--- src/rtl/fm_mix_sequencer.sv ---
`default_nettype none
// ============================================================================
// Module   : fm_mix_sequencer
// Brief    : Sample-rate operator sequencer and saturating stereo mixer for
//            the FM audio path. Each sample period it walks every operator
//            slot, issues select/advance strobes, accumulates attenuated
//            operator results into left/right sums and publishes them.
// Revision : 1.0 - initial parametrised release
// ============================================================================
module fm_mix_sequencer #(
    parameter int OP_BITS    = 6,
    parameter int SAMPLE_DIV = 506,
    parameter int RES_W      = 13,
    parameter int OUT_W      = 16
) (
    input  logic                    clk,
    input  logic                    reset,
    input  logic                    enable,
    output logic [OP_BITS-1:0]      op_sel,
    output logic                    op_next,
    output logic                    op_first,
    input  logic signed [RES_W-1:0] op_result,
    input  logic                    op_sum,
    input  logic                    op_l_en,
    input  logic                    op_r_en,
    input  logic [2:0]              op_atten,
    input  logic                    bus_wren,
    output logic                    bus_wait,
    input  logic                    clr_overrun,
    output logic [OUT_W-1:0]        audio_l,
    output logic [OUT_W-1:0]        audio_r,
    output logic                    sample_valid,
    output logic                    overrun
);

    localparam int NUM_OPS = 1 << OP_BITS;
    localparam int ACC_W   = RES_W + OP_BITS;
    localparam int DIV_W   = (SAMPLE_DIV > 1) ? $clog2(SAMPLE_DIV) : 1;

    localparam logic [DIV_W-1:0]   DIV_LAST = DIV_W'(SAMPLE_DIV - 1);
    localparam logic [OP_BITS-1:0] LAST_OP  = OP_BITS'(NUM_OPS - 1);

    // Output range expressed at accumulator width for the saturation compare
    localparam logic signed [ACC_W-1:0] SAT_MAX =
        {{(ACC_W-OUT_W+1){1'b0}}, {(OUT_W-1){1'b1}}};
    localparam logic signed [ACC_W-1:0] SAT_MIN =
        {{(ACC_W-OUT_W+1){1'b1}}, {(OUT_W-1){1'b0}}};

    typedef enum logic [2:0] {
        S_IDLE  = 3'd0,
        S_START = 3'd1,
        S_PROC  = 3'd2,
        S_NEXT  = 3'd3,
        S_DONE  = 3'd4
    } state_t;

    state_t                    state_q, state_d;
    logic [DIV_W-1:0]          div_q;
    logic                      tick_q;
    logic [OP_BITS-1:0]        op_sel_q, op_sel_d;
    logic                      op_next_q, op_next_d;
    logic                      op_first_q, op_first_d;
    logic signed [ACC_W-1:0]   acc_l_q, acc_l_d;
    logic signed [ACC_W-1:0]   acc_r_q, acc_r_d;
    logic [OUT_W-1:0]          audio_l_q, audio_l_d;
    logic [OUT_W-1:0]          audio_r_q, audio_r_d;
    logic                      sample_valid_q, sample_valid_d;
    logic                      overrun_q, overrun_d;

    logic signed [RES_W-1:0]   w_shifted;
    logic signed [ACC_W-1:0]   w_addend;

    // Arithmetic shift floors toward minus infinity, then sign-extend
    assign w_shifted = op_result >>> op_atten;
    assign w_addend  = {{OP_BITS{w_shifted[RES_W-1]}}, w_shifted};

    function automatic logic [OUT_W-1:0] sat(input logic signed [ACC_W-1:0] a);
        if (a > SAT_MAX)
            return {1'b0, {(OUT_W-1){1'b1}}};
        else if (a < SAT_MIN)
            return {1'b1, {(OUT_W-1){1'b0}}};
        else
            return a[OUT_W-1:0];
    endfunction

    // Free-running sample divider; tick is a registered pulse on the wrap
    always_ff @(posedge clk or posedge reset) begin
        if (reset) begin
            div_q  <= '0;
            tick_q <= 1'b0;
        end else begin
            div_q  <= (div_q == DIV_LAST) ? '0 : div_q + DIV_W'(1);
            tick_q <= (div_q == DIV_LAST);
        end
    end

    // Sequencer state and datapath registers
    always_ff @(posedge clk or posedge reset) begin
        if (reset) begin
            state_q        <= S_IDLE;
            op_sel_q       <= '0;
            op_next_q      <= 1'b0;
            op_first_q     <= 1'b1;
            acc_l_q        <= '0;
            acc_r_q        <= '0;
            audio_l_q      <= '0;
            audio_r_q      <= '0;
            sample_valid_q <= 1'b0;
            overrun_q      <= 1'b0;
        end else begin
            state_q        <= state_d;
            op_sel_q       <= op_sel_d;
            op_next_q      <= op_next_d;
            op_first_q     <= op_first_d;
            acc_l_q        <= acc_l_d;
            acc_r_q        <= acc_r_d;
            audio_l_q      <= audio_l_d;
            audio_r_q      <= audio_r_d;
            sample_valid_q <= sample_valid_d;
            overrun_q      <= overrun_d;
        end
    end

    // Next-state logic: slot walk, accumulation, publish and overrun tracking
    always_comb begin
        state_d        = state_q;
        op_sel_d       = op_sel_q;
        op_first_d     = op_first_q;
        acc_l_d        = acc_l_q;
        acc_r_d        = acc_r_q;
        audio_l_d      = audio_l_q;
        audio_r_d      = audio_r_q;
        sample_valid_d = 1'b0;
        // Advance strobe lands in the cycle after each slot is processed
        op_next_d      = (state_q == S_PROC);

        // A collision outranks a clear in the same cycle
        overrun_d = overrun_q;
        if (clr_overrun)
            overrun_d = 1'b0;
        if (tick_q && (state_q != S_IDLE))
            overrun_d = 1'b1;

        case (state_q)
            S_IDLE: begin
                if (tick_q) begin
                    if (enable)
                        state_d = S_START;
                    else
                        op_first_d = 1'b1;
                end
            end
            S_START: begin
                op_sel_d = '0;
                state_d  = S_PROC;
            end
            S_PROC: begin
                if (!op_first_q && op_sum) begin
                    if (op_l_en)
                        acc_l_d = acc_l_q + w_addend;
                    if (op_r_en)
                        acc_r_d = acc_r_q + w_addend;
                end
                state_d = S_NEXT;
            end
            S_NEXT: begin
                if (op_sel_q == LAST_OP) begin
                    state_d = S_DONE;
                end else begin
                    op_sel_d = op_sel_q + OP_BITS'(1);
                    state_d  = S_PROC;
                end
            end
            S_DONE: begin
                audio_l_d      = sat(acc_l_q);
                audio_r_d      = sat(acc_r_q);
                sample_valid_d = 1'b1;
                acc_l_d        = '0;
                acc_r_d        = '0;
                op_first_d     = 1'b0;
                state_d        = S_IDLE;
            end
            default: begin
                state_d = S_IDLE;
            end
        endcase
    end

    assign op_sel       = op_sel_q;
    assign op_next      = op_next_q;
    assign op_first     = op_first_q;
    assign audio_l      = audio_l_q;
    assign audio_r      = audio_r_q;
    assign sample_valid = sample_valid_q;
    assign overrun      = overrun_q;
    // Host writes are held off for the whole walk
    assign bus_wait     = bus_wren && (state_q != S_IDLE);

endmodule
`default_nettype wire

--- config.mk ---
export PLATFORM = sky130hd
export DESIGN_NAME = fm_mix_sequencer
export DESIGN_NICKNAME = d
export VERILOG_FILES = /design/src/rtl/fm_mix_sequencer.sv
export SDC_FILE = /design/constraint.sdc
export NUM_CORES = 1
export LEC_CHECK = 0
export CELL_PAD_IN_SITES_DETAIL_PLACEMENT = 1
export CELL_PAD_IN_SITES_GLOBAL_PLACEMENT = 2
export CORE_ASPECT_RATIO = 1.25
export CORE_MARGIN = 4
export CORE_UTILIZATION = 38
export CTS_CLUSTER_DIAMETER = 150
export DETAILED_ROUTE_END_ITERATION = 12
export PLACE_DENSITY_LB_ADDON = 0.1
export SETUP_SLACK_MARGIN = 0.3
export SLEW_MARGIN = 20
export SYNTH_ARGS = -nofsm -noshare
export SYNTH_HDL_FRONTEND = slang
export SYNTH_SLANG_ARGS = --single-unit
--- constraint.sdc ---
create_clock -name clk -period 7.09 [get_ports clk]
set_input_delay 0.709 -clock clk [delete_from_list [all_inputs] [get_ports clk]]
set_output_delay 0.709 -clock clk [all_outputs]
set_load 0.005 [all_outputs]
==> results of run 1 <==
## metal layers
metal | part of all wire, % | vias to the layer above
li1 | - | 2482
met1 | 47 | 2433
met2 | 50 | 50
met3 | 1.8 | 16
met4 | 1.7 | 0
met5 | 0 | -
## Yosys cell counts, drive strengths merged (2+ instances only)
master and count:
nand2 110, dfrtp 92, o21ai 92, a21oi 44, ha 39, nand3 39, nor2 34, clkbuf 24
xor2 19, inv 16, xnor2 16, mux2i 13, a21o 11, nand4 11, nor3 10, mux2 7
nand2b 7, and3 6, o21a 6, o31ai 6, a22o 5, nor2b 5, a211oi 4, mux4 4
o21bai 4, and4 3, buf 3, nor3b 3, or3 3, a2111oi 2, a221oi 2, a31oi 2
and2 2, fa 2, o22ai 2
## worst min path at each step
stage / startpoint / to / slack (ns) / depth (start not counted)
CTS: audio_r[6] / audio_r[6] / 0.47 / 2
floorplan: div_q[0] / div_q[0] / 0.46 / 1
finish: audio_r[9] / audio_r[9] / 0.46 / 2
global route: audio_l[2] / audio_l[2] / 0.49 / 2
global placement: audio_r[12] / audio_r[12] / 0.45 / 2
detailed placement: audio_r[6] / audio_r[6] / 0.46 / 2
## state kept, by name, summed over array words and instances, names as in the netlist
name          cells
op_first          1
div_q             9
state_q           3
overrun           1
acc_r_q          19
tick_q            1
sample_valid      1
op_sel            6
acc_l_q          19
audio_l          16
audio_r          16
op_next           1
## kinds of logic after synthesis
logic type      share of synthesized area, %
flops                                   39.9
fa+ha+maj                               9.05
mux                                     5.13
buf+inv                                 2.96
xor+xnor                                5.26
compound gates                          18.8
simple gates                            18.9
## power breakdown
| group | internal [W] | switching [W] |
|---|---|---|
| Combinational | 0.0000483 | 0.0000729 |
| Sequential | 0.000530 | 0.0000000000155 |
| Clock | 0.000292 | 0.000210 |
## through the flow
stage               hold slack, ns  worst slack (ns)
floorplan                    0.461              3.36
global placement             0.450              2.35
detailed placement           0.456              2.23
CTS                          0.470              2.59
global route                 0.487              2.31
finish                       0.463              2.62
## tightest hold or removal path: stages (launching register included)
cell and delay (ns):
dfrtp_1 0.34, nand2_1 0.05, nand2_1 0.04
## layout by cell type (no fill, tap or decap), types with 3 or more instances in the layout
master,count
clkdlybuf4s50_1,66
xor2_1,19
or3_1,3
xnor2_1,16
nor2b_1,5
and3_1,6
nand3_1,39
a21oi_1,43
a211oi_1,4
dfrtp_1,92
and4_1,3
a21o_1,11
o21a_1,6
nor3_1,8
o21bai_1,4
nand2b_1,7
nor3b_1,3
o21ai_0,90
inv_1,15
nor2_1,34
mux2i_1,13
o31ai_1,6
nand2_1,109
nand4_1,11
mux2_2,7
ha_1,39
clkbuf_16,9
a22o_1,4
buf_4,3
mux4_2,4
## layout make-up
| class | count | area (µm²) | share of cell area [%] |
|---|---|---|---|
| clock buffer | 12 | 256 | 3.69 |
| clock inverter | 4 | 47.5 | 0.684 |
| inverter | 17 | 66.3 | 0.954 |
| multi-input combinational | 526 | 3340 | 48.0 |
| sequential | 93 | 2330 | 33.5 |
| tap | 182 | 228 | 3.28 |
| timing repair buffer | 69 | 683 | 9.83 |
==> metrics.md, run 1 <==
| Metric | Value |
|---|---|
| RSZ-0062 raised after global routing | `no` |
| Total wire length | `15600 µm` |
| Clock latency on the worst-skew pair | `0.36 ns` |
| Hold Buf Count CTS | `0` |
| Seq/Total Area, Yosys | `39.9%` |
| Reg2reg end | `acc_l_q[16]` |
| Crit-path slowest cell | `clkdlybuf4s50_1` |
| CP Cell Sequence | `clkdlybuf4s50_1 -> inv_1 -> nand2_1 -> o21ai_0 -> mux2i_1 -> ha_1 -> a2111oi_0 -> o21ai_1 -> a221oi_2 -> o211a_1 -> o21ai_0 -> xnor2_1 -> o21ai_0` |
| Avg Synthesized Cell Area | `between 8 and 9 µm²` |
| Post-synthesis cell area | `0.00583 mm²` |
| Dpl hpwl | `11600 µm` |
| Initial antenna violation count | `0` |
| Clock Pin Slew Worst Setup and Hold Paths | `about 0.070 ns` |
| Final Skew | `0.00888 ns` |
| Crit. path cell count | `13` |
| First-pass GRT wire length | `between 20000 and 30000 µm` |
| Final core utilization | `46.3%` |
| # IOs | `67` |
| Post-cts resize count | `0` |
| CP most frequent cell | `o21ai_0` |
| Pins over their slew limit | `0` |
| Ys async rst share | `100%` |
| Placed cells | `~890` |
| Worst R2R Path Depth | `9` |
| Sink Count | `93` |
| Gpl congestion | `0.894` |
| Leakage | `between 3 and 4 nW` |
| # setup viols final | `0` |
| Total gr overflow | `0` |
| Met1 Use GR | `roughly a quarter` |
| WL per Instance | `approximately 17 µm` |
| Slew HR | `37.3%` |
| P per Cell Area | `166 mW/mm²` |
| Final instance area | `about 0.007 mm²` |
| Share of cells above drive strength 1 | `under 10%` |
| Max-cap violations | `0` |
| Worst slew pin tran | `roughly 0.94 ns` |
| Core area | `0.0150 mm²` |
| Setup CP Type | `input port to flip-flop` |
| Clock Tree Buf Depth | `2` |
| I/O Buffers | `66` |
| Post-synth EDFFs | `0` |
| TritonRoute pass-1 iters | `7` |
| Die area | `0.0174 mm²` |
| Synth area leader | `dfrtp_1` |
| Setup Fix Bufs, Post-CTS | `0` |
| R2R setup slack | `between 4 and 5 ns` |
| Ys flop type | `dfrtp_1` |
| Placed Area | `0.00664 mm²` |
| Layout filler cell count | `1777` |
| Worst-path maximum fanout | `21` |
| Critical path arrival | `4.74 ns` |
| Final net count | `781` |
| CP Buf/Inv Count | `2` |
| Synth top area share | `39.5%` |
| RR Startpoint | `acc_l_q[0]` |
| Status | `finished, final reports clean` |
| P&R area growth vs syn | `19.1%` |
| CP max stage delay | `1.04 ns` |
| Worst setup EP type | `flip-flop` |
| Post-layout minimum cycle time | `4.47 ns` |
| Syn_nets | `728` |
| CTS tree | `yes` |
| Power Total | `between 0.001 and 0.0015 W` |
| Setup crit start kind | `input port` |
| Tcrit/Tclk final | `63.0%` |
| Worst Path Required | `7.36 ns` |
| CTS buffer count | `9` |
| Post-route ant nets | `0` |
| GRT Total Usage | `18.6%` |
| # rows | `50` |
| Largest net degree at the start of global routing | `56` |
| Vias in the first global route | `5382` |
| Final Hold Viols | `0` |
| Fmax | `roughly 220 MHz` |
| Horiz. Die Dim | `119 µm` |
| CP Launch Point | `op_result[12]` |
| Via Count | `4981` |
| Peak supply drop | `0.0000780 V` |
| Setup TNS Final | `0 ns` |
| CTS root buf | `clkbuf_16` |
| Met2 Resource Use GR | `32.1%` |
| CP top delay family | `compound AO/OA/AOI/OAI gates` |
| Finished Layout Cells | `903` |
| Post-synthesis cell type count | `55` |
| Ant diodes | `0` |
| Initial DRC Count | `155` |
| Ys Warns | `0` |
| Initial Utilization | `38.8%` |
| Setup crit end | `acc_r_q[17]` |
| Min-Delay Path Class | `flip-flop to flip-flop` |
| Drt drc | `0` |
| Synth Instances | `roughly 660` |
| Synth area leaders | `dfrtp_1 (39%), ha_1 (8.4%), o21ai_0 (7.7%), nand2_1 (7.1%), a21oi_1 (3.8%)` |
| DR vias/cell | `5.52` |
| Die Span Y | `147 µm` |
| Flops & latches, synth | `93` |
| Met3 Resource Use GR | `about 2.1%` |
| H-tree Lvls | `3` |
| Most Crowded Layer GR | `met2` |
(Power assumes the default switching activity.)
==> inputs of run 2 (changes only) <==
--- a/config.mk
+++ b/config.mk
@@ -9,7 +9,7 @@
 export CELL_PAD_IN_SITES_GLOBAL_PLACEMENT = 2
 export CORE_ASPECT_RATIO = 1.25
 export CORE_MARGIN = 4
-export CORE_UTILIZATION = 38
+export CORE_UTILIZATION = 35
 export CTS_CLUSTER_DIAMETER = 150
 export DETAILED_ROUTE_END_ITERATION = 12
 export PLACE_DENSITY_LB_ADDON = 0.1
==> constraint.sdc (replaced) <==
create_clock -name clk -period 4.6 [get_ports clk]
set_input_delay 0.46 -clock clk [delete_from_list [all_inputs] [get_ports clk]]
set_output_delay 0.46 -clock clk [all_outputs]
set_load 0.005 [all_outputs]
==> metrics.md, run 2 (synthesis results as in run 1) <==
| Metric | Value |
|---|---|
| Die area | `about 0.019 mm²` |
| Slew HR | `34.5%` |
| Sequential share of power | `47.7%` |
| Gpl congestion | `0.856` |
| Horiz. Die Dim | `123 µm` |
| Layout filler cell count | `roughly 1.9k` |
| Via Count | `4973` |
| Initial antenna violation count | `0` |
| Final instance area | `0.00701 mm²` |
| Leakage | `about 3.2 nW` |
| Drt drc | `0` |
| Clock Pin Slew Worst Setup and Hold Paths | `around 0.07 ns` |
| Finished Layout Cells | `~940` |
| Net Sw Power | `approximately 0.00045 W` |
| Reg2reg end | `acc_l_q[16]` |
| Critical path arrival | `4.17 ns` |
| Sw frac | `a little over a quarter` |
| Worst setup EP type | `flip-flop` |
| Min-Delay Path Class | `input port to async pin` |
| Core area | `roughly 0.016 mm²` |
| P&R area growth vs syn | `20.2%` |
| Clock Tree Buf Depth | `2` |
| CTS root buf | `clkbuf_16` |
| Sink Count | `93` |
| Clock latency on the worst-skew pair | `0.35 ns` |
| Share of cells above drive strength 1 | `between 6 and 7%` |
| Fmax | `about 250 MHz` |
| Final net count | `788` |
| R2R setup slack | `1.80 ns` |
| WL per Instance | `16.8 µm` |
| Clk pwr share | `approximately two fifths` |
| Total wire length | `15800 µm` |
| Hold Buf Count CTS | `0` |
| Largest net degree at the start of global routing | `57` |
| H-tree Lvls | `3` |
| Max-cap violations | `0` |
| Tcrit/Tclk final | `between 80% and 90%` |
| P per Cell Area | `244 mW/mm²` |
| # setup viols final | `0` |
| Most frequent cells in the layout | `nand2_1 (109), dfrtp_1 (92), o21ai_0 (90), clkdlybuf4s50_1 (66), a21oi_1 (43)` |
| Peak supply drop | `roughly 0.00013 V` |
| Placed cells | `928` |
| P_int | `around 0.0013 W` |
| Final Skew | `0.00859 ns` |
| I/O Buffers | `66` |
| Largest regs | `acc_l_q: 19 flops, acc_r_q: 19 flops` |
| GRT Total Usage | `17.3%` |
| Setup crit start kind | `input port` |
| Total gr overflow | `0` |
| Worst-path maximum fanout | `9` |
| Die Span Y | `around 150 µm` |
| Worst Path Required | `4.80 ns` |
| Worst R2R Path Depth | `9` |
| Post-cts resize count | `0` |
| # rows | `52` |
| Commonest non-fill, non-tap cell in the layout | `nand2_1` |
| Worst slew pin tran | `0.980 ns` |
| Combinational Power Share | `11.1%` |
| RR Startpoint | `acc_l_q[0]` |
| RSZ-0062 raised after global routing | `no` |
| DR vias/cell | `about 5.3` |
| First-pass GRT wire length | `roughly 26000 µm` |
| Initial Utilization | `35.9%` |
| Setup CP Type | `input port to flip-flop` |
| TritonRoute pass-1 iters | `4` |
| Final Hold Viols | `0` |
| CTS tree | `yes` |
| Final core utilization | `a little over two fifths` |
| Initial DRC Count | `around 190` |
| Ant diodes | `0` |
| Setup Fix Bufs, Post-CTS | `0` |
| Vias in the first global route | `around 5.2k` |
| Placed Area | `0.00673 mm²` |
| Post-layout minimum cycle time | `slightly below 4 ns` |
| Pins over their slew limit | `0` |
| Status | `finished, final reports clean` |
| Setup TNS Final | `0 ns` |
| Dpl hpwl | `12200 µm` |
| CTS buffer count | `9` |
| # IOs | `between 60 and 70` |
| Post-route ant nets | `0` |
[run 2: cell count changes in the layout (fill, tap and decap cells not counted)]
cell,previous run,this run
inv_4,1,0
bufinv_16,1,0
buf_4,3,10
clkinvlp_4,1,2
clkbuf_8,2,0
inv_6,0,2
clkinv_4,0,1
[run 2: through the flow]
stage / setup WS (ns) / hold slack [ns] / total power [W]
after floorplan: 1.12 / 0.461 / 0.000959
after global placement: 0.437 / 0.449 / 0.00102
after detailed placement: 0.320 / 0.455 / 0.00102
after CTS: 0.629 / 0.253 / 0.00174
after global routing: 0.336 / 0.252 / 0.00179
final: 0.624 / 0.268 / 0.00171
[run 2: power by group through the flow]
stage,combinational (W),sequential [W],clock (W)
global placement,0.000189,0.000833,0
finish,0.000191,0.000817,0.000704
detailed placement,0.000191,0.000833,0
global route,0.000213,0.000817,0.000765
floorplan,0.000126,0.000833,0
CTS,0.000193,0.000817,0.000731
[run 2: worst max-delay path, stage by stage]
cell and delay [ns]:
clkdlybuf4s50_1 0.65, buf_4 0.23, mux4_2 0.30, nand2_1 0.09, o21ai_0 0.18, ha_1 0.26, fa_1 0.42, a211oi_1 0.35
o21ai_0 0.24, a21oi_1 0.43, nor3_2 0.15, o22ai_1 0.18, xor2_1 0.15, o21ai_0 0.08
[run 2: layout make-up]
type	instances	area [µm²]	area share (%)
clock buffers	10	229	3.26
clock inverters	6	46.3	0.660
inverters	17	65.1	0.928
multi-input cells	526	3340	47.6
flip-flops and latches	93	2330	33.2
well taps	216	270	3.85
repair buffers	76	736	10.5
[run 2: metal layers]
| layer | part of all wire [%] | GRT usage (%) | vias to the layer above |
|---|---|---|---|
| met5 | 0 | 0 | - |
| met4 | 1.5 | 4.80 | 0 |
| li1 | - | - | 2480 |
| met3 | 2.4 | 2.97 | 17 |
| met1 | 46 | 22.7 | 2422 |
| met2 | 50 | 29.3 | 54 |
[run 2: worst max-delay path by stage]
| stage | to | slack (ns) | cells after the start | startpoint |
|---|---|---|---|---|
| 5_1_grt | acc_l_q[18] | 0.34 | 13 | op_atten[1] |
| 3_3_place_gp | acc_r_q[17] | 0.44 | 14 | op_atten[0] |
| 4_1_cts | acc_l_q[16] | 0.63 | 13 | op_atten[0] |
| 3_5_place_dp | acc_l_q[16] | 0.32 | 13 | op_atten[0] |
| 6_report | acc_l_q[16] | 0.62 | 14 | op_atten[1] |
| 2_1_floorplan | acc_l_q[16] | 1.12 | 15 | op_atten[1] |
